## src/rtl/vita49_pkg.sv

```systemverilog
// Shared definitions for the VITA-49 packet arbiter: FSM states, tag magic,
// control-register bit positions and a small round-robin index helper.
package vita49_pkg;

  typedef enum logic [1:0] {
    A_IDLE = 2'd0,
    A_TAG  = 2'd1,
    A_DATA = 2'd2
  } arb_state_e;

  localparam logic [7:0] TAG_MAGIC     = 8'hA5;
  localparam int         CTRL_EN       = 0;
  localparam int         CTRL_CLR      = 1;
  localparam int         CTRL_MASK_LSB = 8;

  // Reduce base (< 2*n) modulo n without a divider.
  function automatic int rr_wrap(input int base, input int n);
    return (base >= n) ? base - n : base;
  endfunction

endpackage

```

## src/rtl/vita49_rr_pick.sv

```systemverilog
// Combinational round-robin picker: first active request searching upward
// from last_grant+1, wrapping modulo N_CH.
module vita49_rr_pick
  import vita49_pkg::*;
#(
  parameter int N_CH = 4,
  parameter int GW   = $clog2(N_CH)
) (
  input  logic [N_CH-1:0] req,
  input  logic [GW-1:0]   last_grant,
  output logic            valid,
  output logic [GW-1:0]   idx
);

  // NOTE: every output gets a default before the loop so no path leaves it
  // unassigned; otherwise synthesis would infer a latch.
  always_comb begin
    logic [GW-1:0] cand;
    valid = 1'b0;
    idx   = '0;
    cand  = '0;
    // Walk the farthest candidate first so the nearest one overwrites it.
    for (int i = N_CH; i >= 1; i--) begin
      cand = GW'(rr_wrap(int'(last_grant) + i, N_CH));
      if (req[cand]) begin
        valid = 1'b1;
        idx   = cand;
      end
    end
  end

endmodule

```

## src/rtl/vita49_pkt_arb.sv

```systemverilog
// Packet-granular round-robin AXI-Stream arbiter for up to eight VITA-49
// payload streams. Define VITA49_ARB_TAG_EN to prefix each packet with a tag word.
module vita49_pkt_arb
  import vita49_pkg::*;
#(
  parameter int N_CH = 4,
  parameter int GW   = $clog2(N_CH)
) (
  input  logic                AXIS_ACLK,
  input  logic                AXIS_ARESETN,
  input  logic [N_CH*32-1:0]  S_AXIS_TDATA,
  input  logic [N_CH-1:0]     S_AXIS_TVALID,
  input  logic [N_CH-1:0]     S_AXIS_TLAST,
  output logic [N_CH-1:0]     S_AXIS_TREADY,
  output logic [31:0]         M_AXIS_TDATA,
  output logic                M_AXIS_TVALID,
  output logic                M_AXIS_TLAST,
  input  logic                M_AXIS_TREADY,
  input  logic [31:0]         ctrl,
  output logic [31:0]         status,
  output logic [31:0]         pkt_fwd,
  output logic [31:0]         beat_fwd
);

  arb_state_e      state;
  logic [GW-1:0]   grant;
  logic [GW-1:0]   last_grant;
  logic [15:0]     seq [N_CH];

  logic            enable;
  logic            clr_cnt;
  logic [N_CH-1:0] ch_mask;
  logic            pick_valid;
  logic [GW-1:0]   pick_idx;
  logic            m_xfr;
  logic            pkt_done;
  logic            unused_ctrl;

  assign enable      = ctrl[CTRL_EN];
  assign clr_cnt     = ctrl[CTRL_CLR];
  assign ch_mask     = ctrl[CTRL_MASK_LSB +: N_CH];
  assign unused_ctrl = ^{ctrl[31:CTRL_MASK_LSB+N_CH], ctrl[CTRL_MASK_LSB-1:CTRL_CLR+1]};

  assign m_xfr    = M_AXIS_TVALID & M_AXIS_TREADY;
  assign pkt_done = (state == A_DATA) && m_xfr && M_AXIS_TLAST;

  vita49_rr_pick #(.N_CH(N_CH), .GW(GW)) u_pick (
    .req        (S_AXIS_TVALID & ch_mask),
    .last_grant (last_grant),
    .valid      (pick_valid),
    .idx        (pick_idx)
  );

  // Zero-latency data path: the granted slave drives the master directly.
  always_comb begin
    M_AXIS_TDATA  = '0;
    M_AXIS_TVALID = 1'b0;
    M_AXIS_TLAST  = 1'b0;
    S_AXIS_TREADY = '0;
    case (state)
`ifdef VITA49_ARB_TAG_EN
      A_TAG: begin
        M_AXIS_TDATA  = {TAG_MAGIC, 5'b0, 3'(grant), seq[grant]};
        M_AXIS_TVALID = 1'b1;
      end
`endif
      A_DATA: begin
        M_AXIS_TDATA         = S_AXIS_TDATA[32*grant +: 32];
        M_AXIS_TVALID        = S_AXIS_TVALID[grant];
        M_AXIS_TLAST         = S_AXIS_TLAST[grant];
        S_AXIS_TREADY[grant] = M_AXIS_TREADY;
      end
      default: ;
    endcase
  end

  assign status = {state, enable, 10'b0, 3'(last_grant), 5'b0, 3'(grant), 8'(S_AXIS_TVALID)};

  // NOTE: all state here uses <= so every register samples pre-edge values,
  // independent of statement order inside the block.
  always_ff @(posedge AXIS_ACLK) begin
    if (!AXIS_ARESETN) begin
      state      <= A_IDLE;
      grant      <= '0;
      last_grant <= GW'(N_CH - 1);
      pkt_fwd    <= '0;
      beat_fwd   <= '0;
      // NOTE: seq is a small register array, not a RAM, and its reset value is
      // visible in the tag word, so it is cleared like any other counter.
      for (int k = 0; k < N_CH; k++) seq[k] <= '0;
    end else begin
      case (state)
        A_IDLE: begin
          if (enable && pick_valid) begin
            grant <= pick_idx;
`ifdef VITA49_ARB_TAG_EN
            state <= A_TAG;
`else
            state <= A_DATA;
`endif
          end
        end
`ifdef VITA49_ARB_TAG_EN
        A_TAG: if (m_xfr) state <= A_DATA;
`endif
        A_DATA: begin
          if (pkt_done) begin
            last_grant <= grant;
            state      <= A_IDLE;
          end
        end
        default: state <= A_IDLE;
      endcase

      // Clear is a level and beats any increment in the same cycle.
      if (clr_cnt) begin
        pkt_fwd  <= '0;
        beat_fwd <= '0;
      end else if (state == A_DATA && m_xfr) begin
        beat_fwd <= beat_fwd + 32'd1;
        if (M_AXIS_TLAST) pkt_fwd <= pkt_fwd + 32'd1;
      end

      for (int k = 0; k < N_CH; k++) begin
        if (clr_cnt)                          seq[k] <= '0;
        else if (pkt_done && grant == GW'(k)) seq[k] <= seq[k] + 16'd1;
      end
    end
  end

endmodule

```

## config.mk

```make
export PLATFORM = sky130hd
export DESIGN_NAME = vita49_pkt_arb
export DESIGN_NICKNAME = d
export VERILOG_FILES = /design/src/rtl/vita49_pkg.sv /design/src/rtl/vita49_rr_pick.sv /design/src/rtl/vita49_pkt_arb.sv
export SDC_FILE = /design/constraint.sdc
export NUM_CORES = 1
export LEC_CHECK = 0
export ABC_AREA = 1
export BUFFER_PORTS_ARGS = -buffer_cell sky130_fd_sc_hd__buf_2
export CAP_MARGIN = 20
export CORE_MARGIN = 5
export CORE_UTILIZATION = 46
export CTS_CLUSTER_DIAMETER = 150
export CTS_CLUSTER_SIZE = 8
export DETAILED_ROUTE_END_ITERATION = 12
export PLACE_DENSITY = 0.94
export SYNTH_ARGS = -nofsm -noshare
export SYNTH_HDL_FRONTEND = slang
export SYNTH_SLANG_ARGS = --single-unit
```

## constraint.sdc

```tcl
create_clock -name AXIS_ACLK -period 1.75 [get_ports AXIS_ACLK]
set_input_delay 0.0875 -clock AXIS_ACLK [delete_from_list [all_inputs] [get_ports AXIS_ACLK]]
set_output_delay 0.0875 -clock AXIS_ACLK [all_outputs]
set_load 0.03 [all_outputs]
```

==> results of run 1 <==
-- path summary, 6_finish.rpt --
| check | startpoint | endpoint | slack [ps] | cells after the start |
|---|---|---|---|---|
| max reg2reg | grant[0] | pkt_fwd[10] | 50 | 10 |
| max | grant[0] | M_AXIS_TDATA[19] | -60 | 7 |
| min | AXIS_ARESETN | grant[0] | 3 | 3 |
| min reg2reg | beat_fwd[2] | beat_fwd[2] | 500 | 2 |
-- per-stage QoR --
stage               std cells  utilization (%)
floorplan                 952                -
global placement         1316            60.08
detailed placement       1316            60.08
CTS                      1339            64.68
global route             1349            68.42
finish                   1350            68.44
-- worst max-delay path, stage by stage, from the launching register on --
cell and delay (ps):
dfxtp_4 380, buf_6 130, nor2_4 110, buf_12 140, clkbuf_16 170, nand2_1 70
a31oi_2 210, buf_6 160
-- per-layer routing --
metal / wire (um) / vias to the layer above
li1: - / 3504
met4: 558 / 2
met2: 10700 / 393
met1: 9165 / 3347
met5: 18 / -
met3: 2238 / 57
-- registers in the layout, summed over array words and instances, names as in the netlist --
register    flops
beat_fwd       32
pkt_fwd        32
grant           2
last_grant      2
state           1
-- cell type report --
cell class,instances,share of cell area [%]
clock inverters,1,0.06165
clock buffers,15,3.298
multi-input cells,785,49.52
well taps,147,2.266
flip-flops and latches,69,17.19
repair buffers,298,25.94
inverters,34,1.695
diodes,1,0.03083
-- logic make-up (layout without fill, tap and decap cells) --
kind of cell               count (synthesis)  in the layout
buffers and inverters                     98            348
xor gates and xnor gates                  25             25
other                                      1             23
AOI/OAI and AO/OA                        139            139
and+or+nand+nor                          597            597
adders and majority gates                  2              2
DFF                                       69             69
-- placed cells by master, fill, tap and decap left out, types with 15 or more instances in the layout --
cell,count
a21oi_1,47
a21oi_2,16
a22oi_1,27
a31oi_2,27
buf_2,222
buf_4,21
buf_6,33
clkbuf_16,15
conb_1,22
dfxtp_1,62
inv_1,27
nand2_1,384
nand2_2,30
nand3_1,15
nand3b_1,28
nor2_1,113
xor2_1,18
-- timing repair --
item,in CTS,in global routing
buffers inserted,6,4
endpoints found under the setup margin,34,66
resized for setup,56,73
pin swaps,2,21
cloned,1,7
endpoints found under the hold margin,0,0
-- report_power, final --
group | switching (mW) | internal [mW] | total (mW)
Sequential | 0.0261 | 1.58 | 1.61
Combinational | 0.894 | 0.630 | 1.52
Clock | 0.658 | 1.04 | 1.69
Total | 1.58 | 3.25 | 4.83
==> metrics.csv, run 1 <==
stage;metric;value;unit
timing;RSZ-0062 raised after global routing;true;
synthesis;Synth Area in XOR/XNOR;3.981;%
floorplanning;io pins;305;
clocking;Worst-path clk slew;50;ps
setup_path;CP endpoint kind;output pin;
timing;TNS Setup;-287.3;ps
grt;largest net degree at the start of global routing;55;
clocking;number of buffers created by CTS;9;
floorplanning;# rows;40;
synthesis;Syn Area/Cell;5.908;um2
synthesis;synthesized instance count;931;
floorplanning;Initial Utilization;46.37;%
synthesis;Syn Std Cell Area;0.005500;mm2
timing;Slew Viols, Final;0;
timing;worst hold margin;2.960;ps
synthesis;Adder-Cell Fraction of Synth Area;0.4550;%
synthesis;Area contributors post-synth;nand2_1 (28%), dfxtp_1 (25%), nor2_1 (8.3%), a21oi_1 (4.8%), a22oi_1 (4.4%);
grt;overall routing resource usage;28.46;%
clocking;Post-CTS Hold Fix Bufs;0;
setup_path;crit path max fanout;7;
final_layout;final net count;1370;
detailed_routing;vias per cell;5.410;
grt;GR Overflow Total;0;
synthesis;synth warn;0;
placed_design;Post-DP HPWL;16400;um
final_layout;Fillers;983;
grt;vias in the first global route;6634;
grt;grt met2 use;46.70;%
placed_design;Place WS;23.67;ps
final_layout;layout cell share with drive strength beyond 1;35.19;%
synthesis;post-synthesis cell type count;35;
detailed_routing;Initial DRT Pass Iterations;5;
setup_path;crit start category;flop;
power_and_ir_drop;Power Total;4.829;mW
synthesis;top-count cell post-synth;nand2_1;
floorplanning;Die ar.;0.01424;mm2
floorplanning;core area;0.01186;mm2
synthesis;Simple-Gate Fraction of Synth Area;45.11;%
timing;min Tclk post-route;1809;ps
synthesis;FFs w/ async S/R, synth;0;%
synthesis;Synth Flop Type;dfxtp_1;
setup_path;WP data arrival;1720;ps
final_layout;Area Growth Syn to Fin;47.59;%
timing;Setup WS post-layout;-59.17;ps
synthesis;sequential-to-total area share from yosys stat;25.11;%
timing;Rel. slew slack;60.27;%
placed_design;GPL Wtd Cong;0.9643;
timing;Slew @ Worst Pin;595.9;ps
timing;final worst path period share;103.4;%
worst_hold_path;worst hold path class;input port to flop;
clocking;CTS Buffer Depth;2;
clocking;# H-tree levels;3;
grt;first-pass GRT wire length;32800;um
final_layout;area of the multi-input gates;0.004020;mm2
setup_path;WS Path Type;flop to output pin;
clocking;Worst-Skew Late Latency;340;ps
synthesis;mux cell area share after synthesis;0;%
timing;clk_skew;4.724;ps
timing;Finish-stage setup viols;18;
detailed_routing;Detailed Route Iter0 Violations;873;
placed_design;IO buf count;256;
synthesis;synthesis-stage register bit count;69;
clocking;TritonCTS Sinks;69;
floorplanning;Die Width;119.4;um
power_and_ir_drop;Leakage;3.412;nW
synthesis;Synth top area share;27.50;%
setup_path;CP required;1660;ps
detailed_routing;via count;7303;
final_layout;Final Instance Area;0.008118;mm2
placed_design;Placed Area;0.007127;mm2
clocking;CTS tree;yes;
timing;Max Clk Rate;552.7;MHz
detailed_routing;Antenna Nets Post-Route;0;
final_layout;Storage cell area;0.001395;mm2
clocking;CTS root buf;clkbuf_16;
grt;M3 GR Usage;8.262;%
detailed_routing;DRT Wirelength;22680;um
detailed_routing;WL/cell;16.80;um
power_and_ir_drop;P per Cell Area;594.9;mW/mm2
status;outcome;complete, but fails checks;
flow_run;max_cap viols;0;
timing;Final Hold Vio Count;0;
synthesis;largest family of logic cells by synthesized area;simple AND/OR/NAND/NOR gates;
synthesis;Compound-Gate Fraction of Synth Area;15.58;%
grt;GRT busiest layer;met2;
power_and_ir_drop;maximum VDD drop;0.0004420;V
grt;met1 Use GR;36.24;%
synthesis;Post-synth top cells;nand2_1 (403), nor2_1 (122), dfxtp_1 (69), a21oi_1 (53), a31oi_1 (33);
grt;initial antenna violation count;1;
synthesis;Post-synth EDFFs;0;
synthesis;post-synth top area cell;nand2_1;
floorplanning;die height;119.4;um
detailed_routing;DRC;0;
status;failing checks;negative setup slack;
(Power assumes the default switching activity.)
==> run 2, diff against run 1 <==
--- a/config.mk
+++ b/config.mk
@@ -9,11 +9,12 @@
 export BUFFER_PORTS_ARGS = -buffer_cell sky130_fd_sc_hd__buf_2
 export CAP_MARGIN = 20
 export CORE_MARGIN = 5
-export CORE_UTILIZATION = 46
+export CORE_UTILIZATION = 45
 export CTS_CLUSTER_DIAMETER = 150
 export CTS_CLUSTER_SIZE = 8
 export DETAILED_ROUTE_END_ITERATION = 12
-export PLACE_DENSITY = 0.94
+export PLACE_DENSITY = 0.93
 export SYNTH_ARGS = -nofsm -noshare
 export SYNTH_HDL_FRONTEND = slang
+export SYNTH_HIERARCHICAL = 1
 export SYNTH_SLANG_ARGS = --single-unit
==> constraint.sdc (replaced) <==
create_clock -name AXIS_ACLK -period 1.9 [get_ports AXIS_ACLK]
set_input_delay 0.095 -clock AXIS_ACLK [delete_from_list [all_inputs] [get_ports AXIS_ACLK]]
set_output_delay 0.095 -clock AXIS_ACLK [all_outputs]
set_load 0.03 [all_outputs]
==> metrics.csv, run 2 <==
stage;metric;value;unit
clocking;CTS resizes;4;
timing;Final Hold Vio Count;0;
clocking;TritonCTS Sinks;69;
synthesis;Synth Flop Type;dfxtp_1;
timing;Setup WS post-layout;96.61;ps
status;outcome;completed;
placed_design;Placed Area;0.006782;mm2
power_and_ir_drop;Flop pwr share;32.2;%
placed_design;GPL Wtd Cong;0.9828;
detailed_routing;DRC;0;
timing;TNS Setup;0;ps
final_layout;Fillers;1079;
synthesis;synthesis-stage register bit count;69;
floorplanning;# rows;39;
floorplanning;io pins;305;
clocking;# H-tree levels;3;
detailed_routing;via count;7144;
clocking;CTS Buffer Depth;2;
synthesis;Syn Std Cell Area;0.005365;mm2
grt;overall routing resource usage;28.71;%
detailed_routing;WL/cell;15.83;um
power_and_ir_drop;maximum VDD drop;0.0004422;V
power_and_ir_drop;P per Cell Area;639.0;mW/mm2
synthesis;Area contributors post-synth;dfxtp_1 (26%), nand2_1 (25%), nor2_1 (10%), nand3_1 (5.0%), inv_1 (4.5%);
flow_run;max_cap viols;0;
synthesis;Syn Area/Cell;5.671;um2
power_and_ir_drop;Power Total;4.600;mW
final_layout;layout cell share with drive strength beyond 1;27.11;%
power_and_ir_drop;clock power share;44.9;%
clocking;CTS root buf;clkbuf_16;
placed_design;Place WS;78.72;ps
detailed_routing;Detailed Route Iter0 Violations;718;
setup_path;WP data arrival;1710;ps
timing;Slew Viols, Final;0;
setup_path;Largest delay share family, worst path;buffers and inverters;
power_and_ir_drop;P_int;3.235;mW
power_and_ir_drop;Net Sw Frac;29.67;%
timing;worst hold margin;24.72;ps
synthesis;sequential-to-total area share from yosys stat;25.75;%
grt;initial antenna violation count;7;
timing;min Tclk post-route;1803;ps
setup_path;Worst path most repeated cell;inv_2;
timing;Finish-stage setup viols;0;
synthesis;Post-synth top cells;nand2_1 (359), nor2_1 (146), dfxtp_1 (69), inv_1 (65), nand3_1 (54);
placed_design;Post-DP HPWL;16970;um
final_layout;Area Growth Syn to Fin;34.17;%
final_layout;Storage cell area;0.001386;mm2
final_layout;area of the multi-input gates;0.003428;mm2
grt;vias in the first global route;6633;
final_layout;final net count;1374;
timing;Slew @ Worst Pin;501.9;ps
final_layout;most common cell after layout, fill and taps aside;nand2_1;
synthesis;Post-synth EDFFs;0;
clocking;Post-CTS Hold Fix Bufs;0;
power_and_ir_drop;P_sw;1.365;mW
setup_path;crit start category;flop;
synthesis;post-synthesis cell type count;35;
timing;Rel. slew slack;66.49;%
synthesis;synthesized instance count;946;
synthesis;synth warn;6;
synthesis;FFs w/ async S/R, synth;0;%
synthesis;Synth top area share;25.75;%
synthesis;post-synth top area cell;dfxtp_1;
clocking;number of buffers created by CTS;9;
power_and_ir_drop;Leakage;3.152;nW
clocking;Worst-Skew Late Latency;340;ps
clocking;# Post-CTS Setup Buffers;0;
detailed_routing;Antenna Nets Post-Route;0;
floorplanning;core area;0.01156;mm2
setup_path;CP endpoint kind;output pin;
timing;Max Clk Rate;554.5;MHz
grt;GR Overflow Total;0;
final_layout;largest registers;beat_fwd (32), pkt_fwd (32);
clocking;Worst-path clk slew;50;ps
floorplanning;Die ar.;0.01421;mm2
power_and_ir_drop;Comb pwr share;22.9;%
setup_path;crit path max fanout;32;
final_layout;commonest non-fill, non-tap cells in the layout;nand2_1 (359), buf_2 (251), nor2_1 (143);
detailed_routing;Initial DRT Pass Iterations;5;
setup_path;CP peak stage delay;360;ps
setup_path;WS Path Type;flop to output pin;
clocking;CTS tree;yes;
grt;first-pass GRT wire length;33190;um
setup_path;Crit path buffers/inverters;4;
setup_path;worst-path cell chain;inv_2 > nand2_1 > inv_2 > buf_12 > a22oi_1 > a31oi_1 > buf_2;
setup_path;CP required;1800;ps
timing;clk_skew;4.502;ps
placed_design;IO buf count;256;
floorplanning;die height;119.2;um
worst_hold_path;worst hold path class;input port to flop;
detailed_routing;vias per cell;5.280;
synthesis;top-count cell post-synth;nand2_1;
detailed_routing;DRT Wirelength;21420;um
floorplanning;Die Width;119.2;um
floorplanning;Initial Utilization;46.39;%
timing;final worst path period share;94.92;%
setup_path;Slowest-stage cell, CP;dfxtp_2;
final_layout;Final Instance Area;0.007198;mm2
grt;largest net degree at the start of global routing;39;
[run 2: power groups by stage]
stage	Sequential [mW]	Clock, mW	Combinational [mW]
finish	1.48	2.07	1.05
CTS	1.48	2.08	1.02
global route	1.48	2.12	1.13
detailed placement	1.51	0	1.02
global placement	1.51	0	1.01
floorplan	1.52	0	0.664
[run 2: cell type report]
class	count	area share, %
clock inverters	7	1.912
diodes	4	0.1391
flip-flops and latches	69	19.26
clock buffers	9	3.129
inverters	73	3.876
multi-input cells	764	47.63
well taps	143	2.486
repair buffers	284	21.57
[run 2: routing by layer]
metal / track usage, % / share of wire [%]
met5: 0 / 0.14
met2: 50.58 / 50
met4: 10.14 / 2.6
met3: 7.393 / 9.7
met1: 33.65 / 38
[run 2: per-stage QoR]
step | utilization [%] | std cells
floorplan | - | 967
global placement | 58.64 | 1333
detailed placement | 58.64 | 1333
CTS | 61.86 | 1349
global route | 62.24 | 1353
finish | 62.24 | 1353
[run 2: worst paths after layout]
check	cells after the start	start	to	slack, ps
worst min-delay path	2	AXIS_ARESETN	last_grant[1]	20
worst max register to register	11	grant[0]	pkt_fwd[9]	200
worst max-delay path	7	grant[1]	M_AXIS_TDATA[21]	100
worst min register to register	2	pkt_fwd[31]	pkt_fwd[31]	490
[run 2: kinds of logic (layout without fill, tap and decap cells)]
group / after synthesis / in the layout / share of synthesized area, %
adders and majority gates: 2 / 2 / 0.4663
xor gates and xnor gates: 15 / 15 / 2.449
other: 1 / 26 / 0.06990
AOI/OAI and AO/OA: 133 / 133 / 15.09
and+or+nand+nor: 592 / 592 / 44.22
buffers and inverters: 134 / 373 / 11.96
DFF: 69 / 69 / 25.75
==> run 3, diff against run 2 <==
--- a/config.mk
+++ b/config.mk
@@ -14,6 +14,7 @@
 export CTS_CLUSTER_SIZE = 8
 export DETAILED_ROUTE_END_ITERATION = 12
 export PLACE_DENSITY = 0.93
+export REMOVE_ABC_BUFFERS = 1
 export SYNTH_ARGS = -nofsm -noshare
 export SYNTH_HDL_FRONTEND = slang
 export SYNTH_HIERARCHICAL = 1
==> metrics.csv, run 3 (synthesized netlist as in run 2, its figures left out) <==
stage;metric;value;unit
clocking;TritonCTS Sinks;69;
floorplanning;Die Width;119.2;um
detailed_routing;DRC;0;
timing;Setup WS post-layout;10.83;ps
timing;Finish-stage setup viols;0;
timing;final worst path period share;99.43;%
clocking;Worst-path clk slew;50;ps
worst_hold_path;hold path depth;2;
final_layout;layout cell share with drive strength beyond 1;27.57;%
setup_path;CP endpoint kind;output pin;
floorplanning;# rows;39;
flow_run;max_cap viols;0;
status;outcome;completed;
detailed_routing;vias per cell;5.302;
timing;Final Hold Vio Count;0;
timing;Max Clk Rate;529.3;MHz
clocking;CTS tree;yes;
worst_hold_path;worst hold path class;input port to flop;
detailed_routing;via count;7173;
worst_hold_path;Worst Hold Path EP;last_grant[1];
setup_path;crit start category;flop;
setup_path;crit path max fanout;6;
final_layout;Area Growth Syn to Fin;35.68;%
timing;min Tclk post-route;1889;ps
final_layout;final net count;1373;
floorplanning;io pins;305;
clocking;number of buffers created by CTS;9;
final_layout;largest registers;beat_fwd (32), pkt_fwd (32);
placed_design;Placed Cells;1330;
placed_design;GPL Wtd Cong;1.015;
setup_path;WS Path Type;flop to output pin;
clocking;# H-tree levels;3;
power_and_ir_drop;Leakage;3.143;nW
clocking;CTS root buf;clkbuf_16;
grt;overall routing resource usage;30.04;%
setup_path;worst r2r dst;pkt_fwd[18];
setup_path;WP data arrival;1790;ps
floorplanning;core area;0.01156;mm2
final_layout;most common cell after layout, fill and taps aside;nand2_1;
grt;GR Overflow Total;0;
detailed_routing;Initial DRT Pass Iterations;5;
floorplanning;Initial Utilization;46.39;%
setup_path;cells on worst reg2reg path;10;
setup_path;R2R setup slack;120;ps
grt;initial antenna violation count;7;
worst_hold_path;hold_sp;AXIS_ARESETN;
clocking;CTS Buffer Depth;2;
power_and_ir_drop;maximum VDD drop;0.0005320;V
final_layout;Fillers;1025;
placed_design;IO buf count;256;
timing;RSZ-0062 raised after global routing;true;
detailed_routing;Detailed Route Iter0 Violations;611;
final_layout;fin cells;1353;
timing;clk_skew;8.267;ps
timing;Slew Viols, Final;0;
setup_path;CP required;1800;ps
floorplanning;Die ar.;0.01421;mm2
setup_path;reg2reg start;pkt_fwd[0];
timing;worst hold margin;3.945;ps
floorplanning;die height;119.2;um
placed_design;Place WS;72.80;ps
final_layout;commonest non-fill, non-tap cells in the layout;nand2_1 (358), buf_2 (242), nor2_1 (140);
grt;first-pass GRT wire length;34180;um
detailed_routing;DRT Wirelength;22780;um
grt;largest net degree at the start of global routing;39;
clocking;Worst-Skew Late Latency;340;ps
placed_design;Post-DP HPWL;17980;um
detailed_routing;WL/cell;16.83;um
detailed_routing;Antenna Nets Post-Route;0;
power_and_ir_drop;P per Cell Area;604.9;mW/mm2
grt;vias in the first global route;6527;
[run 3: worst max-delay path by stage]
| stage | to | from | depth (start not counted) | slack (ps) |
|---|---|---|---|---|
| 2_1_floorplan | pkt_fwd[17] | grant[0] | 8 | -1510 |
| 3_3_place_gp | pkt_fwd[22] | grant[0] | 10 | 140 |
| 3_5_place_dp | pkt_fwd[22] | grant[0] | 10 | 70 |
| 4_1_cts | M_AXIS_TDATA[11] | grant[0] | 7 | 10 |
| 5_1_grt | M_AXIS_TDATA[0] | grant[0] | 8 | -20 |
| 6_report | M_AXIS_TDATA[9] | grant[0] | 7 | 10 |
[run 3: layout make-up]
class / instances / area (um2) / share of cell area, %
Multi-Input combinational cell: 764 / 3453 / 47.44
Timing Repair Buffer: 283 / 1648 / 22.64
Inverter: 73 / 281.5 / 3.867
Antenna cell: 6 / 15.01 / 0.2063
Clock buffer: 9 / 225.2 / 3.094
Sequential cell: 69 / 1389 / 19.08
Clock inverter: 6 / 88.84 / 1.220
Tap cell: 143 / 178.9 / 2.458
[run 3: power by group]
| part | switching (mW) | internal (mW) |
|---|---|---|
| logic | 0.725 | 0.409 |
| clock network | 0.653 | 1.14 |
| registers | 0.0174 | 1.46 |
[run 3: critical path, cell delays in order (launching register included)]
cell	delay (ps)
dfxtp_4	360
buf_4	150
nand2_2	90
inv_4	70
buf_8	130
a22oi_1	280
a31oi_2	170
buf_4	200
[run 3: metrics by stage]
step	utilization [%]	cell area [um2]	setup TNS [ps]	power (mW)
after CTS	61.90	7158	0	4.349
final	62.94	7279	0	4.403
after detailed placement	58.88	6809	0	2.561
after global routing	62.94	7279	-51.33	4.552
after global placement	58.88	6809	0	2.552
after floorplan	-	5081	-70520	2.093
[run 3: timing repair]
| action | 4_1_cts | 5_1_grt |
|---|---|---|
| endpoints found under the setup margin | 21 | 25 |
| gates resized for setup | 6 | 37 |
| hold buffers | 0 | 0 |
| pin swaps | 1 | 2 |
| endpoints found under the hold margin | 0 | 0 |
| setup buffers | 1 | 0 |
| cloned | 0 | 1 |
[run 3: routing by layer]
metal,wire length (um),track usage (%),part of all wire [%]
met4,1064,15.71,4.7
met2,11510,54.29,51
met3,1811,4.882,8.0
met5,0,0,0
met1,8385,33.78,37
